**src/rtl/mem_port_arbiter_if.sv**
```systemverilog
// Requester and memory-side signal bundle for mem_port_arbiter.
// slave = arbiter view, master = pipeline/memory environment view.
interface mem_port_arbiter_if #(
  parameter int ADDR_W = 32,
  parameter int DATA_W = 32
);
  logic              if_req;
  logic [ADDR_W-1:0] if_addr;
  logic              if_gnt;
  logic              if_rvalid;
  logic [DATA_W-1:0] if_rdata;

  logic              d_req;
  logic              d_we;
  logic [ADDR_W-1:0] d_addr;
  logic [DATA_W-1:0] d_wdata;
  logic              d_gnt;
  logic              d_rvalid;
  logic [DATA_W-1:0] d_rdata;

  logic              mem_en;
  logic              mem_we;
  logic [ADDR_W-1:0] mem_addr;
  logic [DATA_W-1:0] mem_wdata;
  logic [DATA_W-1:0] mem_rdata;

  logic              busy;

  modport slave (
    input  if_req, if_addr, d_req, d_we, d_addr, d_wdata, mem_rdata,
    output if_gnt, if_rvalid, if_rdata, d_gnt, d_rvalid, d_rdata,
           mem_en, mem_we, mem_addr, mem_wdata, busy
  );

  modport master (
    output if_req, if_addr, d_req, d_we, d_addr, d_wdata, mem_rdata,
    input  if_gnt, if_rvalid, if_rdata, d_gnt, d_rvalid, d_rdata,
           mem_en, mem_we, mem_addr, mem_wdata, busy
  );
endinterface

```
**src/rtl/mem_port_arbiter.sv**
```systemverilog
// Shares one single-port memory between fetch and load/store: grant, issue, wait MEM_LAT, respond.
// Optional fetch anti-starvation guard enabled by defining MEM_ARB_STARVE_GUARD_EN.
module mem_port_arbiter #(
  parameter int ADDR_W     = 32,
  parameter int DATA_W     = 32,
  parameter int MEM_LAT    = 2,
  parameter int STARVE_MAX = 4
) (
  input  logic               clk,
  input  logic               rst_n,
  mem_port_arbiter_if.slave  bus
);

  localparam int CNT_W = $clog2(MEM_LAT + 1);
  localparam logic [CNT_W-1:0] CNT_LOAD = CNT_W'(MEM_LAT - 1);

  typedef enum logic [1:0] {IDLE, ISSUE, WAIT, RESP} state_t;

  typedef struct packed {
    logic              own_d;
    logic              we;
    logic [ADDR_W-1:0] addr;
    logic [DATA_W-1:0] wdata;
  } acc_t;

  state_t            state;
  acc_t              acc;
  logic [CNT_W-1:0]  cnt;
  logic              mem_en_q, busy_q, if_rvalid_q, d_rvalid_q;
  logic [DATA_W-1:0] if_rdata_q, d_rdata_q;
  logic              arb_win, sel_d, sel_f, force_f;

  // Illegal parameterisations simply elaborate this empty marker block.
  if (MEM_LAT < 1 || STARVE_MAX < 1) begin : g_bad_param
  end

  // Grants are gated by reset so every output reads 0 while rst_n is low.
  assign arb_win = rst_n && (state == IDLE || state == RESP);

`ifdef MEM_ARB_STARVE_GUARD_EN
  localparam int SC_W = $clog2(STARVE_MAX + 1);
  localparam logic [SC_W-1:0] SC_MAX = SC_W'(STARVE_MAX);

  logic [SC_W-1:0] starve_cnt;

  assign force_f = bus.if_req && (starve_cnt >= SC_MAX);

  always_ff @(posedge clk or negedge rst_n) begin
    if (!rst_n) begin
      starve_cnt <= '0;
    end else if (arb_win) begin
      if (!bus.if_req || sel_f)
        starve_cnt <= '0;
      else if (sel_d && starve_cnt != SC_MAX)
        starve_cnt <= starve_cnt + 1'b1;
    end
  end
`else
  assign force_f = 1'b0;
`endif

  assign sel_d = arb_win && bus.d_req && !force_f;
  assign sel_f = arb_win && bus.if_req && !sel_d;

  always_ff @(posedge clk or negedge rst_n) begin
    if (!rst_n) begin
      state       <= IDLE;
      acc         <= '0;
      cnt         <= '0;
      mem_en_q    <= 1'b0;
      busy_q      <= 1'b0;
      if_rvalid_q <= 1'b0;
      d_rvalid_q  <= 1'b0;
      if_rdata_q  <= '0;
      d_rdata_q   <= '0;
    end else begin
      mem_en_q    <= 1'b0;
      if_rvalid_q <= 1'b0;
      d_rvalid_q  <= 1'b0;
      case (state)
        IDLE, RESP: begin
          if (sel_d || sel_f) begin
            acc.own_d <= sel_d;
            acc.we    <= sel_d & bus.d_we;
            acc.addr  <= sel_d ? bus.d_addr : bus.if_addr;
            acc.wdata <= sel_d ? bus.d_wdata : '0;
            mem_en_q  <= 1'b1;
            busy_q    <= 1'b1;
            state     <= ISSUE;
          end else begin
            state <= IDLE;
          end
        end
        ISSUE: begin
          cnt   <= CNT_LOAD;
          state <= WAIT;
        end
        WAIT: begin
          if (cnt == '0) begin
            // Stores capture too; the value is simply never consumed.
            if (acc.own_d) d_rdata_q  <= bus.mem_rdata;
            else           if_rdata_q <= bus.mem_rdata;
            d_rvalid_q  <= acc.own_d;
            if_rvalid_q <= !acc.own_d;
            busy_q      <= 1'b0;
            state       <= RESP;
          end else begin
            cnt <= cnt - 1'b1;
          end
        end
        default: state <= IDLE;
      endcase
    end
  end

  assign bus.if_gnt    = sel_f;
  assign bus.d_gnt     = sel_d;
  assign bus.if_rvalid = if_rvalid_q;
  assign bus.d_rvalid  = d_rvalid_q;
  assign bus.if_rdata  = if_rdata_q;
  assign bus.d_rdata   = d_rdata_q;
  assign bus.mem_en    = mem_en_q;
  assign bus.mem_we    = acc.we;
  assign bus.mem_addr  = acc.addr;
  assign bus.mem_wdata = acc.wdata;
  assign bus.busy      = busy_q;

endmodule
```
**src/flat_wrapper.sv**
```systemverilog
// flat-port wrapper written by rule: the top's interface ports become plain ports
module mem_port_arbiter_flat 
#(
  parameter int ADDR_W     = 32,
  parameter int DATA_W     = 32,
  parameter int MEM_LAT    = 2,
  parameter int STARVE_MAX = 4
)
  (clk, rst_n, bus_if_req, bus_if_addr, bus_d_req, bus_d_we, bus_d_addr, bus_d_wdata, bus_mem_rdata, bus_if_gnt, bus_if_rvalid, bus_if_rdata, bus_d_gnt, bus_d_rvalid, bus_d_rdata, bus_mem_en, bus_mem_we, bus_mem_addr, bus_mem_wdata, bus_busy);
  mem_port_arbiter_if #(.ADDR_W(ADDR_W), .DATA_W(DATA_W)) bus_i ();
  input  logic clk;
  input  logic rst_n;
  input wire logic [$bits(bus_i.if_req)-1:0] bus_if_req;
  input wire logic [$bits(bus_i.if_addr)-1:0] bus_if_addr;
  input wire logic [$bits(bus_i.d_req)-1:0] bus_d_req;
  input wire logic [$bits(bus_i.d_we)-1:0] bus_d_we;
  input wire logic [$bits(bus_i.d_addr)-1:0] bus_d_addr;
  input wire logic [$bits(bus_i.d_wdata)-1:0] bus_d_wdata;
  input wire logic [$bits(bus_i.mem_rdata)-1:0] bus_mem_rdata;
  output wire logic [$bits(bus_i.if_gnt)-1:0] bus_if_gnt;
  output wire logic [$bits(bus_i.if_rvalid)-1:0] bus_if_rvalid;
  output wire logic [$bits(bus_i.if_rdata)-1:0] bus_if_rdata;
  output wire logic [$bits(bus_i.d_gnt)-1:0] bus_d_gnt;
  output wire logic [$bits(bus_i.d_rvalid)-1:0] bus_d_rvalid;
  output wire logic [$bits(bus_i.d_rdata)-1:0] bus_d_rdata;
  output wire logic [$bits(bus_i.mem_en)-1:0] bus_mem_en;
  output wire logic [$bits(bus_i.mem_we)-1:0] bus_mem_we;
  output wire logic [$bits(bus_i.mem_addr)-1:0] bus_mem_addr;
  output wire logic [$bits(bus_i.mem_wdata)-1:0] bus_mem_wdata;
  output wire logic [$bits(bus_i.busy)-1:0] bus_busy;
  assign bus_i.if_req = bus_if_req;
  assign bus_i.if_addr = bus_if_addr;
  assign bus_i.d_req = bus_d_req;
  assign bus_i.d_we = bus_d_we;
  assign bus_i.d_addr = bus_d_addr;
  assign bus_i.d_wdata = bus_d_wdata;
  assign bus_i.mem_rdata = bus_mem_rdata;
  assign bus_if_gnt = bus_i.if_gnt;
  assign bus_if_rvalid = bus_i.if_rvalid;
  assign bus_if_rdata = bus_i.if_rdata;
  assign bus_d_gnt = bus_i.d_gnt;
  assign bus_d_rvalid = bus_i.d_rvalid;
  assign bus_d_rdata = bus_i.d_rdata;
  assign bus_mem_en = bus_i.mem_en;
  assign bus_mem_we = bus_i.mem_we;
  assign bus_mem_addr = bus_i.mem_addr;
  assign bus_mem_wdata = bus_i.mem_wdata;
  assign bus_busy = bus_i.busy;
  mem_port_arbiter #(.ADDR_W(ADDR_W), .DATA_W(DATA_W), .MEM_LAT(MEM_LAT), .STARVE_MAX(STARVE_MAX)) u_core (.clk(clk), .rst_n(rst_n), .bus(bus_i));
endmodule
```
**config.mk**
```make
export PLATFORM = sky130hd
export DESIGN_NAME = mem_port_arbiter_flat
export DESIGN_NICKNAME = d
export VERILOG_FILES = /design/src/rtl/mem_port_arbiter_if.sv /design/src/rtl/mem_port_arbiter.sv /design/src/flat_wrapper.sv
export SDC_FILE = /design/constraint.sdc
export NUM_CORES = 1
export LEC_CHECK = 0
export ABC_CLOCK_PERIOD_IN_PS = 2700
export CORE_ASPECT_RATIO = 1.5
export CORE_UTILIZATION = 47
export CTS_BUF_LIST = sky130_fd_sc_hd__clkbuf_8
export CTS_CLUSTER_DIAMETER = 60
export DETAILED_ROUTE_END_ITERATION = 12
export GPL_TIMING_DRIVEN = 0
export PLACE_DENSITY = 0.89
export SYNTH_ARGS = -nofsm -noshare
export SYNTH_HDL_FRONTEND = slang
export SYNTH_SLANG_ARGS = --single-unit
```
**constraint.sdc**
```tcl
create_clock -name clk -period 2.7 [get_ports clk]
set_clock_uncertainty 0.05 [all_clocks]
set_input_delay 0.405 -clock clk [delete_from_list [all_inputs] [get_ports clk]]
set_output_delay 0.405 -clock clk [all_outputs]
set_load 0.03 [all_outputs]
```
Word level (Yosys, flattened, before mapping). Index checks and enable logic that the tools add are counted. W data, S select, Z words.

Input bits: 133. Register bits: 138. Word-level logic and storage cells: 55.

Equality and inequality tests: 6. Add/sub/neg operators: 1. Mux-type cells: 16. Reduce and logical (&&, ||, !) cells: 18. Bitwise gates (word level): 2.

Operator list (number): $mux W32 (2); $mux W1 (9); $reduce_and A3 Y1 (3); $pmux W2 S3 (1); $eq A2 B2 Y1 const B (2); $logic_and A1 B1 Y1 (4); $logic_not A2 Y1 (2); $mux W2 (2); $ne A2 B1 Y1 const B (2); $pmux W2 S2 (1); $reduce_and A2 Y1 (2); $reduce_bool A2 Y1 (2); $eq A2 B1 Y1 const B (1); $logic_not A1 Y1 (2); $logic_or A1 B1 Y1 (2); $ne A2 B2 Y1 const B (1); $pmux W1 S2 (1); $reduce_or A2 Y1 (1); $sub A2 B1 Y2 const B (1); $and A1 B1 Y1 (1); $not A1 Y1 (1).

Longest topological paths before layout.
Depth after elaboration: 9. Mapped depth: 8. Depth with buffers taken out: 6.

Worst setup path before layout. No wires, ideal clock.

Path type: register -> output. Start: reg u_core.state[0]. End: out bus_if_gnt. Data required time: 2.245 ns. Path buffers: 1. Data arrival time: 1.678 ns. Stages on the path, launching flop included: 6. Setup slack: 0.567 ns. Path through: dfrtp_1 inv_1 ha_1 buf_2 nand2_1 nor3b_1.

Word-level cells in the longest chain between the ends: 6. Elaborated cells between the ends (all ways): 8. Classes of those cells: 1 x eq/ne; 7 x reduce/logical.

RTL lines: start: declaration (line mem_port_arbiter.sv:26) `state_t state;`; start signal: assignment (line mem_port_arbiter.sv:67) `state <= IDLE;`; start signal: assignment (line mem_port_arbiter.sv:89) `state <= ISSUE;`; start signal: assignment (line mem_port_arbiter.sv:91) `state <= IDLE;`; $eq A2 B2 Y1 or $logic_not A2 Y1 (tied branches) (line mem_port_arbiter.sv:38) `assign arb_win = rst_n && (state == IDLE || state == RESP);`; $logic_or A1 B1 Y1 (*) (line mem_port_arbiter.sv:38); $logic_and A1 B1 Y1 (*) (line mem_port_arbiter.sv:38); $logic_and A1 B1 Y1 (line mem_port_arbiter.sv:62) `assign sel_d = arb_win && bus.d_req && !force_f;`; $logic_not A1 Y1 (line mem_port_arbiter.sv:63) `assign sel_f = arb_win && bus.if_req && !sel_d;`; $logic_and A1 B1 Y1 (*) (line mem_port_arbiter.sv:63); end: declaration (line flat_wrapper.sv:20) `output wire logic [$bits(bus_i.if_gnt)-1:0] bus_if_gnt;`.

Every way passes the cells marked *; elsewhere a longest branch is shown, timed or not.

Worst setup path in the final report.
Start: reg u_core.state[1]. End: out bus_if_gnt.

Same word-level chain as after synthesis.

==> metrics <==
gr ovfl total=0; most common cell in the netlist=dfrtp_1; WL met2=8991 um; DRT Pass-1 Iters=4; initial antenna violation count=0; Starting Density=0.4824; worst slew pin tran=478.2 ps; vias per cell=5.131; EDFF count, synth=0; Worst-path clk slew=90 ps; Final Max Tran Viols=0; DRC violations left=0; dominant cells by area after synthesis=dfrtp_1 (57%), mux2_2 (10%), buf_4 (8.6%), a22o_1 (4.8%), a2bb2oi_1 (3.2%); fin area=9410 um2; CTS tree=yes; share of layout cells above drive strength 1=0.2687; core area=12450 um2; crit path launch type=flop; WL met1=5888 um; I/O pins=268; DR WL met3=927 um; slew margin rel.=0.6812; Setup crit end kind=output port; Mapped Avg Cell Area=13.08 um2; CTS Root Cell=clkbuf_8; first-pass GRT wire length=26390 um; Layout Cells excl Fill=919; Top Metal Used=met4; HPWL after detailed placement=12480 um; count of input and output buffers=267; cell accounting for the most synthesized area=dfrtp_1; Final min period=2526 ps; Placed Cells=883; achievable clock frequency=395.9 MHz; pre-CTS setup slack=-494.1 ps; H-Tree Depth=4; worst path required time=2250 ps; CP max FO=10; RD Place Congestion=0.8644; register area share after synthesis=0.5750; Synth warnings=0; die area=13240 um2; HP Class=in2async; arrival time worst endpoint=2070 ps; ant diodes=0; number of synthesized register bits=138; failing checks=negative hold slack; mapped cell area=6006 um2; Synth cell types=31; pin count of the biggest net entering global routing=73; die width=94.30 um; Maximum Capacitance Violations=0; final hold violations=4; Setup CP Type=reg2out; number of fill cells=780; vias in the first global route=5149; syn_nets=595; Leak=4.230 nW; fin nets=886; Rows=50; Die Height=140.4 um; Post-Synthesis Cells=459; power after layout=12.43 mW; Peak VDD IR=0.0007907 V; clock sink count=138; Area growth, synth to finish=56.69%; Max clock buf depth=2; setup TNS=0 ps; final setup margin=174.3 ps; placed cell areas=8902 um2; status=finished, violations left; clk_lat worst skew=420 ps; GRT Total Usage=0.2653; Routed Antenna Nets=0; routed wire length=16740 um; PwrDens=1321 nW/um2; area share of the largest cell type after synthesis=0.5750; cts bufs inserted=17; DR iter-0 viols=102; Top FF cell, synth=dfrtp_1; top cells by count, synth=dfrtp_1 (138), buf_4 (69), mux2_2 (54); Finish-stage setup viols=0; fin crit share=0.9355; via count=4715; RSZ-0062 raised after global routing=no; WL/cell=18.22 um; WHS=-4.200 ps; async set or reset register ratio after synthesis=1.000
worst paths after layout:
check | endpoint | start | depth (start not counted) | slack [ps]
worst max-delay path | bus_if_gnt | u_core.state[1] | 5 | 170
worst min-delay path | u_core.bus.d_rdata[20] | rst_n | 3 | -4
worst max register to register | u_core.bus.d_rdata[6] | u_core.cnt[0] | 6 | 920
worst min register to register | u_core.bus.if_rdata[29] | u_core.bus.if_rdata[29] | 1 | 450
max in group asynchronous | u_core.bus.mem_wdata[25] | rst_n | 4 | 1650
min in group clk | u_core.acc[65] | rst_n | 5 | 360
worst max-delay path: stages (launching register included):
cell and delay (ps):
dfrtp_1 410, ha_1 350, buf_2 210, nand2_1 70
nor3b_1 170, dlygate4sd2_1 440
through the flow:
stage / utilization / hold slack, ps
6_report: 0.7559 / -4.200
2_1_floorplan: - / 59.41
3_5_place_dp: 0.7151 / 414.6
4_1_cts: 0.7563 / 4.560
5_1_grt: 0.7559 / 14.07
3_3_place_gp: 0.7128 / 425.0
registers in the layout (all words and copies together) (netlist names):
signal / flops
u_core.bus.if_rdata: 32
u_core.acc: 1
u_core.state: 2
u_core.bus.mem_wdata: 32
u_core.bus.mem_we: 1
u_core.cnt: 2
u_core.bus.mem_addr: 32
u_core.bus.d_rvalid: 1
u_core.bus.d_rdata: 32
u_core.bus.mem_en: 1
u_core.bus.busy: 1
u_core.bus.if_rvalid: 1
report_power, final:
part,internal (mW),total [mW],leakage [nW],switching (mW)
sequential,3.06,3.65,1.63,0.592
clock,0.905,1.72,0.212,0.813
combinational,3.43,7.06,2.39,3.63
layout by cell type, fill, tap and decap left out, drive strengths merged, types with 2 or more instances in the layout:
master         count
a22o              33
mux2              64
nand2             35
a21oi             34
buf               94
bufinv             2
clkbuf            25
ha                 3
clkdlybuf4s50    264
a2bb2oi           32
nand3              5
dfrtp            138
inv               13
clkinv             5
o21ai              2
layout make-up:
class                   count  area, um2  area share
plain buffers              93      644.4     0.06847
clock buffers              20      275.3     0.02925
clock inverters            12      137.6     0.01463
inverters                   9      33.78    0.003590
multi-input cells         219       1874      0.1992
flip-flops and latches    138       3453      0.3670
well taps                 156      195.2     0.02074
repair buffers            272       2796      0.2972
kinds of logic (layout without fill, tap and decap cells):
group / Yosys count / after routing / synth area share
AND/OR/NAND/NOR: 45 / 45 / 0.03542
adder cells (fa/ha/maj): 3 / 3 / 0.006251
buffers and inverters: 102 / 406 / 0.1129
multiplexers: 64 / 64 / 0.1200
flip-flops: 138 / 138 / 0.5750
AO/OA/AOI/OAI: 107 / 107 / 0.1504
repair_timing:
item | 4_1_cts | 5_1_grt
buffers inserted | 0 | 0
pin swaps | 0 | 0
hold buffers | 4 | 0
setup endpoints to repair | 2 | 1
endpoints found under the hold margin | 72 | 0
resized for setup | 5 | 1
per-layer routing:
layer / up-vias / GRT usage
li1: 2146 / -
met2: 212 / 0.4687
met4: 0 / 0.1579
met1: 2296 / 0.2836
met5: - / 0
met3: 61 / 0.05646
No activity file was read; power rests on OpenSTA's default activity.
